<file path="src/rtl/async_fifo_pkg.sv">
`default_nettype none
// ============================================================================
//  Module   : async_fifo_pkg
//  Purpose  : Shared types and helpers for the async FIFO write-side arbiter
//             and its round-robin picker.
//  Contents : arb_state_t - arbiter FSM state encoding (IDLE / LOCK)
//             src_w(n)    - width of a source index for n requesters (min 1)
//  Revision : 1.0 - initial release
// ============================================================================
package async_fifo_pkg;

    typedef enum logic [0:0] {
        ST_IDLE = 1'b0,
        ST_LOCK = 1'b1
    } arb_state_t;

    // Width of an index able to address n requesters; never less than one
    // bit so that degenerate configurations still elaborate.
    function automatic int src_w(input int n);
        return (n > 1) ? $clog2(n) : 1;
    endfunction

endpackage : async_fifo_pkg
`default_nettype wire

</file>
<file path="src/rtl/rr_pick.sv">
`default_nettype none
// ============================================================================
//  Module   : rr_pick
//  Purpose  : Combinational round-robin priority picker. Scans the request
//             vector upward from i_ptr, wrapping modulo NREQ, and returns the
//             first set request as both a one-hot grant and an index.
//  Ports    : i_req   [NREQ-1:0] request vector
//             i_ptr   [SRCW-1:0] highest-priority position (must be < NREQ)
//             o_grant [NREQ-1:0] one-hot grant (all zero when no request)
//             o_idx   [SRCW-1:0] index of the granted request
//             o_valid            at least one request is set
//  Revision : 1.0 - initial release
// ============================================================================
module rr_pick
    import async_fifo_pkg::*;
#(
    parameter int NREQ = 4,
    parameter int SRCW = src_w(NREQ)
) (
    input  logic [NREQ-1:0] i_req,
    input  logic [SRCW-1:0] i_ptr,
    output logic [NREQ-1:0] o_grant,
    output logic [SRCW-1:0] o_idx,
    output logic            o_valid
);

    // One extra bit so ptr + offset (at most 2*NREQ-2) never overflows
    // before the modulo correction.
    logic [SRCW:0]   w_sum;
    logic [SRCW-1:0] w_pos;

    always_comb begin
        o_grant = '0;
        o_idx   = '0;
        o_valid = 1'b0;
        w_sum   = '0;
        w_pos   = '0;
        for (int k = 0; k < NREQ; k++) begin
            w_sum = {1'b0, i_ptr} + (SRCW+1)'(k);
            if (w_sum >= (SRCW+1)'(NREQ)) begin
                w_sum = w_sum - (SRCW+1)'(NREQ);
            end
            w_pos = w_sum[SRCW-1:0];
            if (!o_valid && i_req[w_pos]) begin
                o_valid        = 1'b1;
                o_grant[w_pos] = 1'b1;
                o_idx          = w_pos;
            end
        end
    end

endmodule : rr_pick
`default_nettype wire

</file>
<file path="src/rtl/async_fifo_wr_arb.sv">
`default_nettype none
// ============================================================================
//  Module   : async_fifo_wr_arb
//  Purpose  : Shares one async FIFO write port among NREQ requesters with
//             packet-granular round-robin arbitration. A granted requester
//             holds the port until its last beat; every written word carries
//             the source index in its upper SRCW bits.
//  Ports    : wclk, wrst           write clock, async active-high reset
//             req_valid/req_last   per-requester beat valid / last-beat flag
//             req_data             payloads, requester i at [i*DSIZE +: DSIZE]
//             req_ready            per-requester accept (at most one set)
//             fifo_winc/fifo_wdata FIFO write strobe and {source, payload}
//             fifo_wfull/awfull    FIFO full / almost-full status
//             owner, locked        current packet owner, multi-beat lock flag
//  Revision : 1.0 - initial release
// ============================================================================
module async_fifo_wr_arb
    import async_fifo_pkg::*;
#(
    parameter int NREQ  = 4,
    parameter int DSIZE = 8,
    parameter int SRCW  = src_w(NREQ)
) (
    input  logic                   wclk,
    input  logic                   wrst,
    input  logic [NREQ-1:0]        req_valid,
    input  logic [NREQ-1:0]        req_last,
    input  logic [NREQ*DSIZE-1:0]  req_data,
    output logic [NREQ-1:0]        req_ready,
    output logic                   fifo_winc,
    output logic [SRCW+DSIZE-1:0]  fifo_wdata,
    input  logic                   fifo_wfull,
    input  logic                   fifo_awfull,
    output logic [SRCW-1:0]        owner,
    output logic                   locked
);

    arb_state_t       r_state;
    arb_state_t       w_state_nxt;
    logic [SRCW-1:0]  r_owner;
    logic [SRCW-1:0]  w_owner_nxt;
    logic [SRCW-1:0]  r_rr_ptr;
    logic [SRCW-1:0]  w_rr_nxt;

    logic [NREQ-1:0]  w_pick_grant;
    logic [SRCW-1:0]  w_pick_idx;
    logic             w_pick_valid;
    logic [NREQ-1:0]  w_owner_oh;
    logic [SRCW-1:0]  w_sel;

    logic [DSIZE-1:0] w_data_arr [NREQ];

    genvar gi;
    generate
        for (gi = 0; gi < NREQ; gi++) begin : g_unpack
            assign w_data_arr[gi] = req_data[gi*DSIZE +: DSIZE];
        end
    endgenerate

    rr_pick #(
        .NREQ (NREQ),
        .SRCW (SRCW)
    ) u_rr_pick (
        .i_req   (req_valid),
        .i_ptr   (r_rr_ptr),
        .o_grant (w_pick_grant),
        .o_idx   (w_pick_idx),
        .o_valid (w_pick_valid)
    );

    always_comb begin
        w_owner_oh = '0;
        for (int i = 0; i < NREQ; i++) begin
            w_owner_oh[i] = (SRCW'(i) == r_owner);
        end
    end

    always_comb begin
        w_state_nxt = r_state;
        w_owner_nxt = r_owner;
        w_rr_nxt    = r_rr_ptr;
        req_ready   = '0;
        fifo_winc   = 1'b0;
        w_sel       = '0;
        case (r_state)
            ST_IDLE: begin
                // New packets start only with headroom in the FIFO, so a
                // packet once started can always drain into it.
                if (w_pick_valid && !fifo_wfull && !fifo_awfull) begin
                    req_ready = w_pick_grant;
                    fifo_winc = 1'b1;
                    w_sel     = w_pick_idx;
                    w_rr_nxt  = (w_pick_idx == SRCW'(NREQ-1)) ? '0
                                                              : w_pick_idx + SRCW'(1);
                    if (!req_last[w_pick_idx]) begin
                        w_state_nxt = ST_LOCK;
                        w_owner_nxt = w_pick_idx;
                    end
                end
            end
            ST_LOCK: begin
                // Almost-full is ignored here; only a hard full stalls the
                // owner. A dropped owner valid is a bubble, not a release.
                if (!fifo_wfull) begin
                    req_ready = w_owner_oh;
                    if (req_valid[r_owner]) begin
                        fifo_winc = 1'b1;
                        w_sel     = r_owner;
                        if (req_last[r_owner]) begin
                            w_state_nxt = ST_IDLE;
                        end
                    end
                end
            end
            default: begin
                w_state_nxt = ST_IDLE;
            end
        endcase
    end

    assign fifo_wdata = fifo_winc ? {w_sel, w_data_arr[w_sel]} : '0;
    assign owner      = r_owner;
    assign locked     = (r_state == ST_LOCK);

    always_ff @(posedge wclk or posedge wrst) begin
        if (wrst) begin
            r_state  <= ST_IDLE;
            r_owner  <= '0;
            r_rr_ptr <= '0;
        end else begin
            r_state  <= w_state_nxt;
            r_owner  <= w_owner_nxt;
            r_rr_ptr <= w_rr_nxt;
        end
    end

endmodule : async_fifo_wr_arb
`default_nettype wire

</file>
<file path="config.mk">
export PLATFORM = sky130hd
export DESIGN_NAME = async_fifo_wr_arb
export DESIGN_NICKNAME = d
export VERILOG_FILES = /design/src/rtl/async_fifo_pkg.sv /design/src/rtl/rr_pick.sv /design/src/rtl/async_fifo_wr_arb.sv
export SDC_FILE = /design/constraint.sdc
export NUM_CORES = 1
export LEC_CHECK = 0
export ABC_CLOCK_PERIOD_IN_PS = 6950
export CAP_MARGIN = 20
export CORE_MARGIN = 1.5
export CORE_UTILIZATION = 50
export CTS_CLUSTER_SIZE = 40
export DETAILED_ROUTE_END_ITERATION = 8
export DONT_BUFFER_PORTS = 1
export HOLD_SLACK_MARGIN = 0.08
export SETUP_SLACK_MARGIN = 0.5
export SLEW_MARGIN = 20
export SYNTH_ARGS = -nofsm -noshare
export SYNTH_HDL_FRONTEND = slang
export SYNTH_HIERARCHICAL = 1
export SYNTH_SLANG_ARGS = --single-unit
</file>
<file path="constraint.sdc">
create_clock -name wclk -period 6.95 [get_ports wclk]
set_input_delay 1.0425 -clock wclk [delete_from_list [all_inputs] [get_ports wclk]]
set_output_delay 1.0425 -clock wclk [all_outputs]
set_load 0.02 [all_outputs]
</file>
# Yosys cells after proc, flatten, opt, wreduce, memory -nomap -nowiden
# Index checks and enable logic that the tools add are counted.
# classes
addsub	8
n_lt_le_gt_ge	15
n_eq_ne	4
muxes	60
bitwise_logic	6
n_reduce_logical	17
# ops
op	count
two-way mux 2 bit	12
two-way mux 4 bit	6
two-way mux 1 bit	23
< comparator 2 x 3 -> 1 bit (second input constant)	6
binary-select mux 8 bit (select 2 bit)	1
two-way mux 8 bit	2
binary-select mux 1 bit (select 2 bit)	7
>= comparator 3 bit (second input constant)	4
bitwise OR 4 bit	3
two-way mux 10 bit	1
logical AND 1 bit	9
demux 1 bit (select 2 bit)	4
>= comparator 2 x 1 -> 1 bit (second input constant)	4
one-hot mux 4 bit (2 select lines)	1
subtractor 2 x 1 -> 2 bit (second input constant)	4
adder 2 x 2 -> 3 bit (second input constant)	2
logical NOT 1 bit	5
equality test 2 bit (first input constant)	2
one-hot mux 1 bit (2 select lines)	2
one-hot mux 2 bit (2 select lines)	1
adder 2 x 1 -> 3 bit (second input constant)	1
>= comparator 2 x 3 -> 1 bit (second input constant)	1
NOT 2 -> 3 bit	1
AND reduction 3 bit	1
other kinds (6)	7
# word_totals
regBits	5
in_bits	44
out_inout_bits	18
elab_cells	113

# Longest topological paths before layout
# Gate-level depths: netlist (run 1).
# logic_depth
depth_word	23
ltp_mapped	13
mapped_depth_nobuf	10

# Hierarchy
# The synthesis (run 1) kept the hierarchy.
# modules_own_cells
mod	n_inst	cells_each	area_each_um2	seq_area_each_um2
async_fifo_wr_arb	1	77	748.2	125.1
rr_pick	1	45	421.7	0.0

# Worst setup path after synthesis (run 1)
# Ideal clock, no wire load.
# synth_timing
kind	input -> output
startpoint	in req_valid[2]
endpoint	out fifo_wdata[7]
t_arrival_ns	3.195
required_time_ns	5.907
setup_slack_ns	2.713
cell_stages	10
path_buffers	3
path_cell_list	mux4_2 buf_6 nor4b_4 nor2_1 a32o_1 a2bb2oi_2 buf_6 buf_12 mux2i_1 o22ai_1
# synth_between
word_cells_on_any_way	39
cone_classes	mux: 30; bitwise: 1; reduce/logical: 8
# synth_lines
item	line_no	rtl
start, declared	async_fifo_wr_arb.sv:26	input logic [NREQ-1:0] req_valid,
binary-select mux 1 bit (select 2 bit)	rr_pick.sv:44	if (!o_valid && i_req[w_pos]) begin
two-way mux 1 bit (not written as such)	rr_pick.sv:44	
two-way mux 1 bit	rr_pick.sv:44	
logical NOT 1 bit	rr_pick.sv:44	
logical AND 1 bit	rr_pick.sv:44	
two-way mux 1 bit	rr_pick.sv:44	
logical NOT 1 bit	rr_pick.sv:44	
logical AND 1 bit	rr_pick.sv:44	
(+3 left out)	--	
two-way mux 2 bit (*)	rr_pick.sv:44	
named net w_pick_idx[1]	async_fifo_wr_arb.sv:46	logic [SRCW-1:0] w_pick_idx;
two-way mux 2 bit (*)	async_fifo_wr_arb.sv:89	if (w_pick_valid && !fifo_wfull && !fifo_awfull) begin
one-hot mux 2 bit (2 select lines) (*)	async_fifo_wr_arb.sv:85	case (r_state)
NOT 2 -> 3 bit (not written as such) (*)	async_fifo_wr_arb.sv:121	assign fifo_wdata = fifo_winc ? {w_sel, w_data_arr[w_sel]} : '0;
binary-select mux 8 bit (select 2 bit) (*)	async_fifo_wr_arb.sv:121	
two-way mux 8 bit (not written as such) (*) (2 in a row)	async_fifo_wr_arb.sv:121	
two-way mux 10 bit (*)	async_fifo_wr_arb.sv:121	
end, declared	async_fifo_wr_arb.sv:31	output logic [SRCW+DSIZE-1:0] fifo_wdata,
# Mark *: on every way through the listed nets, which the timed path passes. The rest lies on a longest branch. The select of a mux whose other input is x is not followed.

# Worst setup path after layout (run 1)
# layout_timing
startpoint	reg r_rr_ptr[0]
endpoint	out fifo_wdata[1]
# layout_between
word_cells_on_any_way	48
cone_classes	add/sub: 7; order compare: 4; mux: 28; bitwise: 1; reduce/logical: 8
# layout_lines
item	line_no	rtl
start, declared	async_fifo_wr_arb.sv:42	logic [SRCW-1:0] r_rr_ptr;
start signal, assigned	async_fifo_wr_arb.sv:133	r_rr_ptr <= w_rr_nxt;
parallel branches: the longest is 13 deep, another holds adder 2 x 1 -> 3 bit	--	
two-way mux 2 bit (*)	rr_pick.sv:44	
named net w_pick_idx[1]	async_fifo_wr_arb.sv:46	
two-way mux 2 bit (*)	async_fifo_wr_arb.sv:89	
one-hot mux 2 bit (2 select lines) (*)	async_fifo_wr_arb.sv:85	
NOT 2 -> 3 bit (not written as such) (*)	async_fifo_wr_arb.sv:121	
binary-select mux 8 bit (select 2 bit) (*)	async_fifo_wr_arb.sv:121	
two-way mux 8 bit (not written as such) (*) (2 in a row)	async_fifo_wr_arb.sv:121	
two-way mux 10 bit (*)	async_fifo_wr_arb.sv:121	
# Mark *: on every way through the listed nets, which the timed path passes. The select of a mux whose other input is x is not followed.

==> impl_results.md, run 1 <==
* Run status: finished clean
* Num ports at 62
* DRC errors left at 0
* Synthesis warning total at 6
* Post-synth ARST share at 100%
* Top FF cell, synth: dfrtp_1
* Clock root cell: clkbuf_4
* First-pass GRT wire length at 3720 µm
* Register Area at 125 µm²
* Synthesized flop and latch total at 5
* Initial drt markers at 26
* Initial antenna violation count at 0
* Distinct cells, synth at 38
* Cell count after placement at 144
* Setup Crit Path Kind: flip-flop to output port
* RSZ-0062 raised after global routing: no
* Critical path capture point type: output port
* CTS Buf Count at 3
* Setup-failing EPs final at 0
* Total track usage at 18.0%
* Area grow syn2layout at 0.321%
* Die Span Y at 51.4 µm
* Multi-input gate area in the final layout at 946 µm²
* Nets at 172
* Simple-gate portion of the synthesized area at 16.6%
* Synth Area in Compound Gates at 23.9%
* PD cells at 484 nW/µm²
* PostCTS Resize Cnt at 0
* Die area at 2640 µm²
* Antenna Diode Count at 0
* Deepest clock path buffer count at 2
* Crit-path max cell delay at 670 ps
* Routed Antenna Nets at 0
* Period utilization at 69.1%
* Crit-path cells: inv_1 -> ha_1 -> mux4_2 -> nor4b_4 -> nor2_1 -> a32o_1 -> a2bb2oi_2 -> buf_6 -> mux2i_1 -> o22ai_1
* Post-Route WL at 2500 µm
* Crit-path leading delay family: compound AO/OA/AOI/OAI gates
* Post-Syn Area per Cell at 9.59 µm²
* Tightest Pin Transition at 771 ps
* Via density at 6.69
* Clk sinks at 5
* Vias in the first global route at 810
* Max Slew Vio Count at 0
* Worst vdd ir at 375 µV
* Share of cells above drive strength 1 at 15.7%
* Adder-cell share of the synthesized area at 6.42%
* Xor/xnor share of the synthesized area at 0%
* Cell area after synthesis at 1170 µm²
* Worst path slowest cell: dfrtp_1
* Final hold vios at 0
* Vias at 997
* Total nets after synthesis at 172
* CTS tree: yes
* Post-synth EDFFs at 0
* Core ar. at 2210 µm²
* Initial core utilization at 52.9%
* Worst r2r path cells at 11
* Worst skew pair latency at 240 ps
* Arrival time of the worst setup path at 3760 ps
* Post-route minimum period at 4800 ps
* Register area share after synthesis at 10.7%
* Routability cong. at 0.834
* Worst Path Max Fanout at 14
* Clk slew on worst S/H paths at 40 ps
* Drt wl/cell at 16.8 µm
* # fillers at 207
* Die Width at 51.4 µm
* Largest net degree at the start of global routing at 18
* Setup Fix Bufs, Post-CTS at 0
* Max frequency at 0.208 GHz
* Mapped Cells at 122
* Crit path depth at 10
* H-tree lvl count at 1
* Clock skew at 5.08 ps
* Core Rows at 17
* Maximum Capacitance Violations at 0
* Setup TNS at 0 ps
* TritonRoute pass-1 iters at 4
* LEAKAGE at 0.000542 µW
* GR Overflow Total at 0
* Hpwl dp at 1980 µm
* Relative slew margins at 48.4%
* Post-cts hold buffer count at 0
* Kind of start point of the critical path: flip-flop
* Post-synthesis mux area share at 34.0%
* Buffers on Ports at 0
* Crit path buf inv count at 2
* Worst EP required at 5910 ps
* Worst hold path type: primary input to asynchronous set/reset pin
* Non-Filler Instances at 149
* Largest family of logic cells by synthesized area: multiplexers
-- cell families after synthesis --
logic type,after synthesis
AO/OA/AOI/OAI,36
multiplexers,31
AND/OR/NAND/NOR,31
buffers and inverters,13
adder cells (fa/ha/maj),6
flip-flops,5
-- layer usage --
metal | global-route usage (%) | wire length (µm)
met1 | 24.7 | 1120
met2 | 28.2 | 1180
met3 | 5.56 | 195
met4 | 2.63 | 3
met5 | 0 | 0
-- cell type report --
| cell class | instances | area share, % |
|---|---|---|
| Clock buffer | 4 | 2.24 |
| Inverter | 6 | 1.92 |
| Multi-Input combinational cell | 104 | 80.6 |
| Sequential cell | 5 | 10.7 |
| Tap cell | 28 | 2.99 |
| Timing Repair Buffer | 2 | 1.60 |
-- sequential cells by signal, indices dropped and copies added (netlist names) --
register,cells
owner,2
r_rr_ptr,2
locked,1
-- cell usage after synthesis (3+ instances only) --
library cell,number,share of area [%]
mux2i_1,21,18
nand2_1,10,3.2
a22oi_1,8,5.1
o22ai_1,8,4.3
ha_1,6,6.4
o21ai_0,6,2.6
dfrtp_1,5,11
nor2_1,5,1.6
buf_6,4,3.8
inv_1,4,1.3
nand2b_1,4,2.1
mux2_1,3,2.9
mux4_2,3,5.8
o31ai_1,3,1.9
-- placed cells by master (no fill, tap or decap), types with 2 or more instances in the layout --
cell type,count
mux2i_1,21
nand2_1,10
o22ai_1,8
a22oi_1,8
o21ai_0,6
ha_1,6
nor2_1,5
dfrtp_1,5
nand2b_1,4
inv_1,4
mux2_1,3
o31ai_1,3
mux4_2,3
clkbuf_4,3
nor4b_4,2
nor2b_1,2
a32o_1,2
nand3b_1,2
nor3_1,2
inv_2,2
o21ai_1,2
mux4_1,2
-- worst paths after layout --
path	startpoint	endpoint	slack, ps
worst min register to register	r_rr_ptr[1]$_DFFE_PP0P_	r_rr_ptr[1]$_DFFE_PP0P_	740
min in group wclk	r_rr_ptr[1]$_DFFE_PP0P_	r_rr_ptr[1]$_DFFE_PP0P_	740
worst min-delay path	wrst	owner[0]$_DFFE_PP0P_	590
max in group asynchronous	wrst	r_rr_ptr[1]$_DFFE_PP0P_	6190
worst max register to register	r_rr_ptr[0]$_DFFE_PP0P_	owner[0]$_DFFE_PP0P_	3630
worst max-delay path	r_rr_ptr[0]$_DFFE_PP0P_	fifo_wdata[1]	2150
-- stage by stage --
stage	instance area, µm²	hold slack (ps)	power [µW]	utilization [%]	setup WS (ps)
5_1_grt	1170	588	614	53.1	1830
4_1_cts	1160	583	565	52.5	1790
3_5_place_dp	1140	743	531	51.4	2000
3_3_place_gp	1140	715	525	51.4	2110
2_1_floorplan	1170	563	490	-	2710
6_report	1170	588	568	53.1	2150
-- worst reg2reg max path: cells and delay by family, from the launching register on --
family	cells	cell delay (ps)
muxes	3	1040
AOI/OAI and AO/OA	3	290
and+or+nand+nor	2	480
adders and majority gates	1	380
DFF	1	670
buffers and inverters	2	340
-- power breakdown --
part	switching, µW	total [µW]	internal, µW
sequential	58.2	101	42.9
combinational	246	435	189
clock	10.7	32.3	21.6
No activity file was read; power rests on OpenSTA's default activity.
==> run 2: changes to the inputs <==
- ABC_CLOCK_PERIOD_IN_PS: 6950 -> 4300
- PLACE_DENSITY: not set -> 0.68
- clock period: 6.95 -> 4.3 ns (I/O delays scaled with it)
==> impl_results.md, run 2 (synthesis results as in run 1) <==
* Routed Antenna Nets at 0
* Arrival time of the worst setup path at 3070 ps
* Vias in the first global route at 953
* Most frequent cells in the layout: mux2i_1 (21), buf_4 (18), nand2_1 (10)
* Die area at 2640 µm²
* Critical path origin: r_rr_ptr[0]$_DFFE_PP0P_
* Seq pwr share at 13.0%
* Final hold vios at 0
* Worst EP required at 3650 ps
* First-pass GRT wire length at 4440 µm
* Register Area at 128 µm²
* Setup Crit Path Kind: flip-flop to output port
* Core Rows at 17
* H-tree lvl count at 1
* Die Span Y at 51.4 µm
* GR Overflow Total at 0
* CTS tree: yes
* Maximum Capacitance Violations at 0
* Buffers on Ports at 0
* Worst Path Max Fanout at 10
* Metal-1 WL at 1250 µm
* Multi-input gate area in the final layout at 985 µm²
* Clock skew at 0.305 ps
* Max Slew Vio Count at 0
* Clock Power Share at 4.9%
* # fillers at 194
* Comb power frac at 82.1%
* Largest net degree at the start of global routing at 14
* Metal3 WL at 139 µm
* Crit-path leading delay family: multiplexers
* Initial drt markers at 17
* Psw at 568 µW
* Post-route minimum period at 3720 ps
* Critical path capture point type: output port
* CP dominant cell by count: buf_4
* Run status: finished clean
* Die Width at 51.4 µm
* Crit path buf inv count at 3
* Total power at 1090 µW
* Crit-path max cell delay at 600 ps
* Total track usage at 21.8%
* Met2 routed WL at 1600 µm
* CTS Buf Count at 3
* Relative slew margins at 48.6%
* Area grow syn2layout at 15.7%
* Kind of start point of the critical path: flip-flop
* Clock root cell: clkbuf_4
* Deepest clock path buffer count at 2
* Crit-path cells: buf_4 -> mux4_2 -> nor4_1 -> nor2_1 -> a32o_2 -> a2bb2oi_4 -> buf_6 -> mux2i_1 -> o22ai_1 -> buf_4
* Initial antenna violation count at 0
* Reg2reg start: r_rr_ptr[0]$_DFFE_PP0P_
* Share of cells above drive strength 1 at 30.2%
* Worst skew pair latency at 240 ps
* Clk slew on worst S/H paths at 40 ps
* Internal power at 524 µW
* Worst path slowest cell: mux4_2
* LEAKAGE at 0.000645 µW
* TritonRoute pass-1 iters at 4
* Hpwl dp at 2190 µm
* Max frequency at 0.269 GHz
* Period utilization at 86.5%
* Routability cong. at 0.753
* Worst hold path type: primary input to asynchronous set/reset pin
* Commonest non-fill, non-tap cell in the layout: mux2i_1
* Setup-failing EPs final at 0
* Num ports at 62
* Drt wl/cell at 18.1 µm
* Vias at 1057
* Antenna Diode Count at 0
* Nets at 190
* PD cells at 807 nW/µm²
* Tightest Pin Transition at 765 ps
* Net Sw Frac at 52.0%
* Top Metal Used: met4
* Worst vdd ir at 486 µV
* DRC errors left at 0
* Initial core utilization at 52.9%
* Clk sinks at 5
* Post-Route WL at 3020 µm
* Via density at 6.33
* Setup TNS at 0 ps
* Core ar. at 2210 µm²
* RSZ-0062 raised after global routing: no
run 2: area by class of cell:
| class | instances | share of cell area [%] |
|---|---|---|
| clock buffer | 4 | 1.94 |
| inverter | 6 | 1.66 |
| multi-input combinational | 104 | 72.7 |
| sequential | 5 | 9.43 |
| tap | 28 | 2.59 |
| timing repair buffer | 20 | 11.6 |
run 2: worst paths after layout:
| kind | cells after the start | end | slack [ps] |
|---|---|---|---|
| worst min register to register | 1 | r_rr_ptr[0]$_DFFE_PP0P_ | 590 |
| worst max-delay path | 10 | fifo_wdata[4] | 580 |
| max in group asynchronous | 1 | r_rr_ptr[0]$_DFFE_PP0P_ | 3930 |
| worst max register to register | 10 | owner[0]$_DFFE_PP0P_ | 1310 |
| worst min-delay path | 1 | r_rr_ptr[1]$_DFFE_PP0P_ | 190 |
| min in group wclk | 2 | locked$_DFF_PP0_ | 540 |
run 2: power by group through the flow:
stage	sequential (µW)	combinational (µW)	clock (µW)
floorplan	120	672	0
global placement	146	732	0
detailed placement	148	763	0
CTS	140	834	56.2
global route	149	967	56.8
finish	142	896	53.7
run 2: metal layers:
layer | GRT usage [%] | vias to the layer above
li1 | - | 516
met5 | 0 | -
met1 | 29.6 | 507
met2 | 35.9 | 31
met4 | 7.46 | 0
met3 | 2.34 | 3
run 2: what timing repair did:
item,in CTS,in global routing
hold buffers,0,0
pin swaps,1,1
gates resized for setup,4,6
cloned,1,0
buffers inserted,6,3
setup endpoints to repair,8,8
run 2: through the flow:
stage	util [%]	hold WS, ps	instance area [µm²]	std cells	setup slack [ps]
after global routing	61.2	199	1350	167	477
after global placement	54.4	436	1200	153	491
after detailed placement	54.4	442	1200	153	352
final	61.2	186	1350	167	581
after floorplan	-	424	1170	122	720
after CTS	58.4	181	1290	164	515
==> run 3: changes to the inputs <==
- ABC_CLOCK_PERIOD_IN_PS: 4300 -> 4800
- CORE_MARGIN: 1.5 -> 5
- PLACE_DENSITY: 0.68 -> not set
- clock period: 4.3 -> 4.8 ns (I/O delays scaled with it)
==> impl_results.md, run 3 (synthesis results as in run 1) <==
* Run status: finished clean
* R2R setup slack at 1680 ps
* Nets at 172
* Total track usage at 16.7%
* Post-route minimum period at 4070 ps
* Setup TNS at 0 ps
* Setup-failing EPs final at 0
* R2r endpoint: owner[0]$_DFFE_PP0P_
* Area grow syn2layout at 4.49%
* PD cells at 697 nW/µm²
* Core ar. at 2230 µm²
* Metal3 WL at 364 µm
* Reg2reg start: r_rr_ptr[0]$_DFFE_PP0P_
* Vias in the first global route at 979
* Clk sinks at 5
* Top Metal Used: met4
* Deepest clock path buffer count at 2
* Num ports at 62
* RSZ-0062 raised after global routing: yes
* Max Slew Vio Count at 0
* Tightest Pin Transition at 819 ps
* Arrival time of the worst setup path at 3350 ps
* CTS tree: yes
* Register Area at 128 µm²
* Setup Crit Path Kind: flip-flop to output port
* Multi-input gate area in the final layout at 996 µm²
* DRC errors left at 0
* Clk slew on worst S/H paths at 40 ps
* GR Overflow Total at 0
* Post-Route WL at 3010 µm
* Kind of start point of the critical path: flip-flop
* First-pass GRT wire length at 4620 µm
* Die Span Y at 58.4 µm
* Worst r2r path cells at 11
* Antenna Diode Count at 0
* Worst hold path type: primary input to asynchronous set/reset pin
* Routability cong. at 0.878
* Commonest non-fill, non-tap cell in the layout: mux2i_1
* Period utilization at 84.8%
* H-tree lvl count at 1
* Core Rows at 17
* Via density at 6.87
* Total power at 852 µW
* Share of cells above drive strength 1 at 24.0%
* Clock skew at 0.863 ps
* Initial core utilization at 52.4%
* Most frequent cells in the layout: mux2i_1 (21), nand2_1 (10), o22ai_2 (8), a22oi_1 (8)
* Worst Path Max Fanout at 17
* Critical path endpoint: fifo_wdata[3]
* Fin area at 1220 µm²
* Dpl cell area at 1140 µm²
* Met2 routed WL at 1470 µm
* Worst skew pair latency at 240 ps
* Final hold vios at 0
* CTS Buf Count at 3
* Clock root cell: clkbuf_4
* Worst EP required at 4080 ps
* TritonRoute pass-1 iters at 4
* Largest net degree at the start of global routing at 18
* Buffers on Ports at 0
* Critical path capture point type: output port
* Drt wl/cell at 20.2 µm
* Die area at 3410 µm²
* Worst vdd ir at 404 µV
* Routed Antenna Nets at 0
* Hold_ws at 266 ps
* Vias at 1023
* Initial drt markers at 41
* Non-Filler Instances at 149
* Initial antenna violation count at 0
* Hpwl dp at 2360 µm
* Critical path origin: r_rr_ptr[0]$_DFFE_PP0P_
* Post-cts hold buffer count at 0
* Cell count after placement at 145
* LEAKAGE at 0.000551 µW
* # fillers at 202
* Maximum Capacitance Violations at 0
* Metal-1 WL at 1160 µm
* Relative slew margins at 45.1%
* Max frequency at 0.246 GHz
* Die Width at 58.4 µm
[run 3: cell types whose count changed in the layout (fill, tap and decap cells not counted), moves of 2 or more]
cell / previous run / this run
buf_6: 2 / 0
o22ai_1: 8 / 0
o22ai_2: 0 / 8
buf_4: 18 / 2
[run 3: how the worst min path moves through the flow]
stage,cells after the start,startpoint,end
finish,1,wrst,owner[1]$_DFFE_PP0P_
global route,1,wrst,r_rr_ptr[1]$_DFFE_PP0P_
CTS,1,wrst,owner[1]$_DFFE_PP0P_
detailed placement,1,wrst,locked$_DFF_PP0_
global placement,1,wrst,locked$_DFF_PP0_
floorplan,1,wrst,locked$_DFF_PP0_
[run 3: repair_timing]
item                                    4_1_cts  5_1_grt
endpoints found under the setup margin        8        8
buffers inserted                              0        0
gates resized for setup                       1        9
[run 3: cell type report]
| type | instances | area share, % |
|---|---|---|
| Sequential cell | 5 | 10.4 |
| Inverter | 6 | 1.84 |
| Tap cell | 28 | 2.87 |
| Multi-Input combinational cell | 104 | 81.5 |
| Timing Repair Buffer | 2 | 1.23 |
| Clock buffer | 4 | 2.15 |
[run 3: per-stage QoR]
stage | util, % | setup slack, ps
3_3_place_gp | 51.2 | 873
3_5_place_dp | 51.2 | 739
5_1_grt | 54.7 | 486
4_1_cts | 52.4 | 599
6_report | 54.7 | 730
2_1_floorplan | - | 1140
[run 3: critical path, stage by stage (launching register included)]
cell and delay (ps):
dfrtp_2 530, inv_1 110, ha_1 360, mux4_2 440
nor4b_4 400, nor2_1 100, a32o_1 290, a2bb2oi_2 150
buf_4 280, mux2i_1 270, o22ai_2 170
[run 3: where the power goes]
part           total (µW)  switching, µW  internal, µW
sequential            146           82.0          64.2
combinational         657            373           284
clock                48.3           16.9          31.4
total                 852            472           380
[run 3: layer usage]
metal	vias to the layer above	global-route usage, %
li1	477	-
met1	489	20.9
met3	2	6.58
met2	55	26.6
met5	-	0
met4	0	4.30
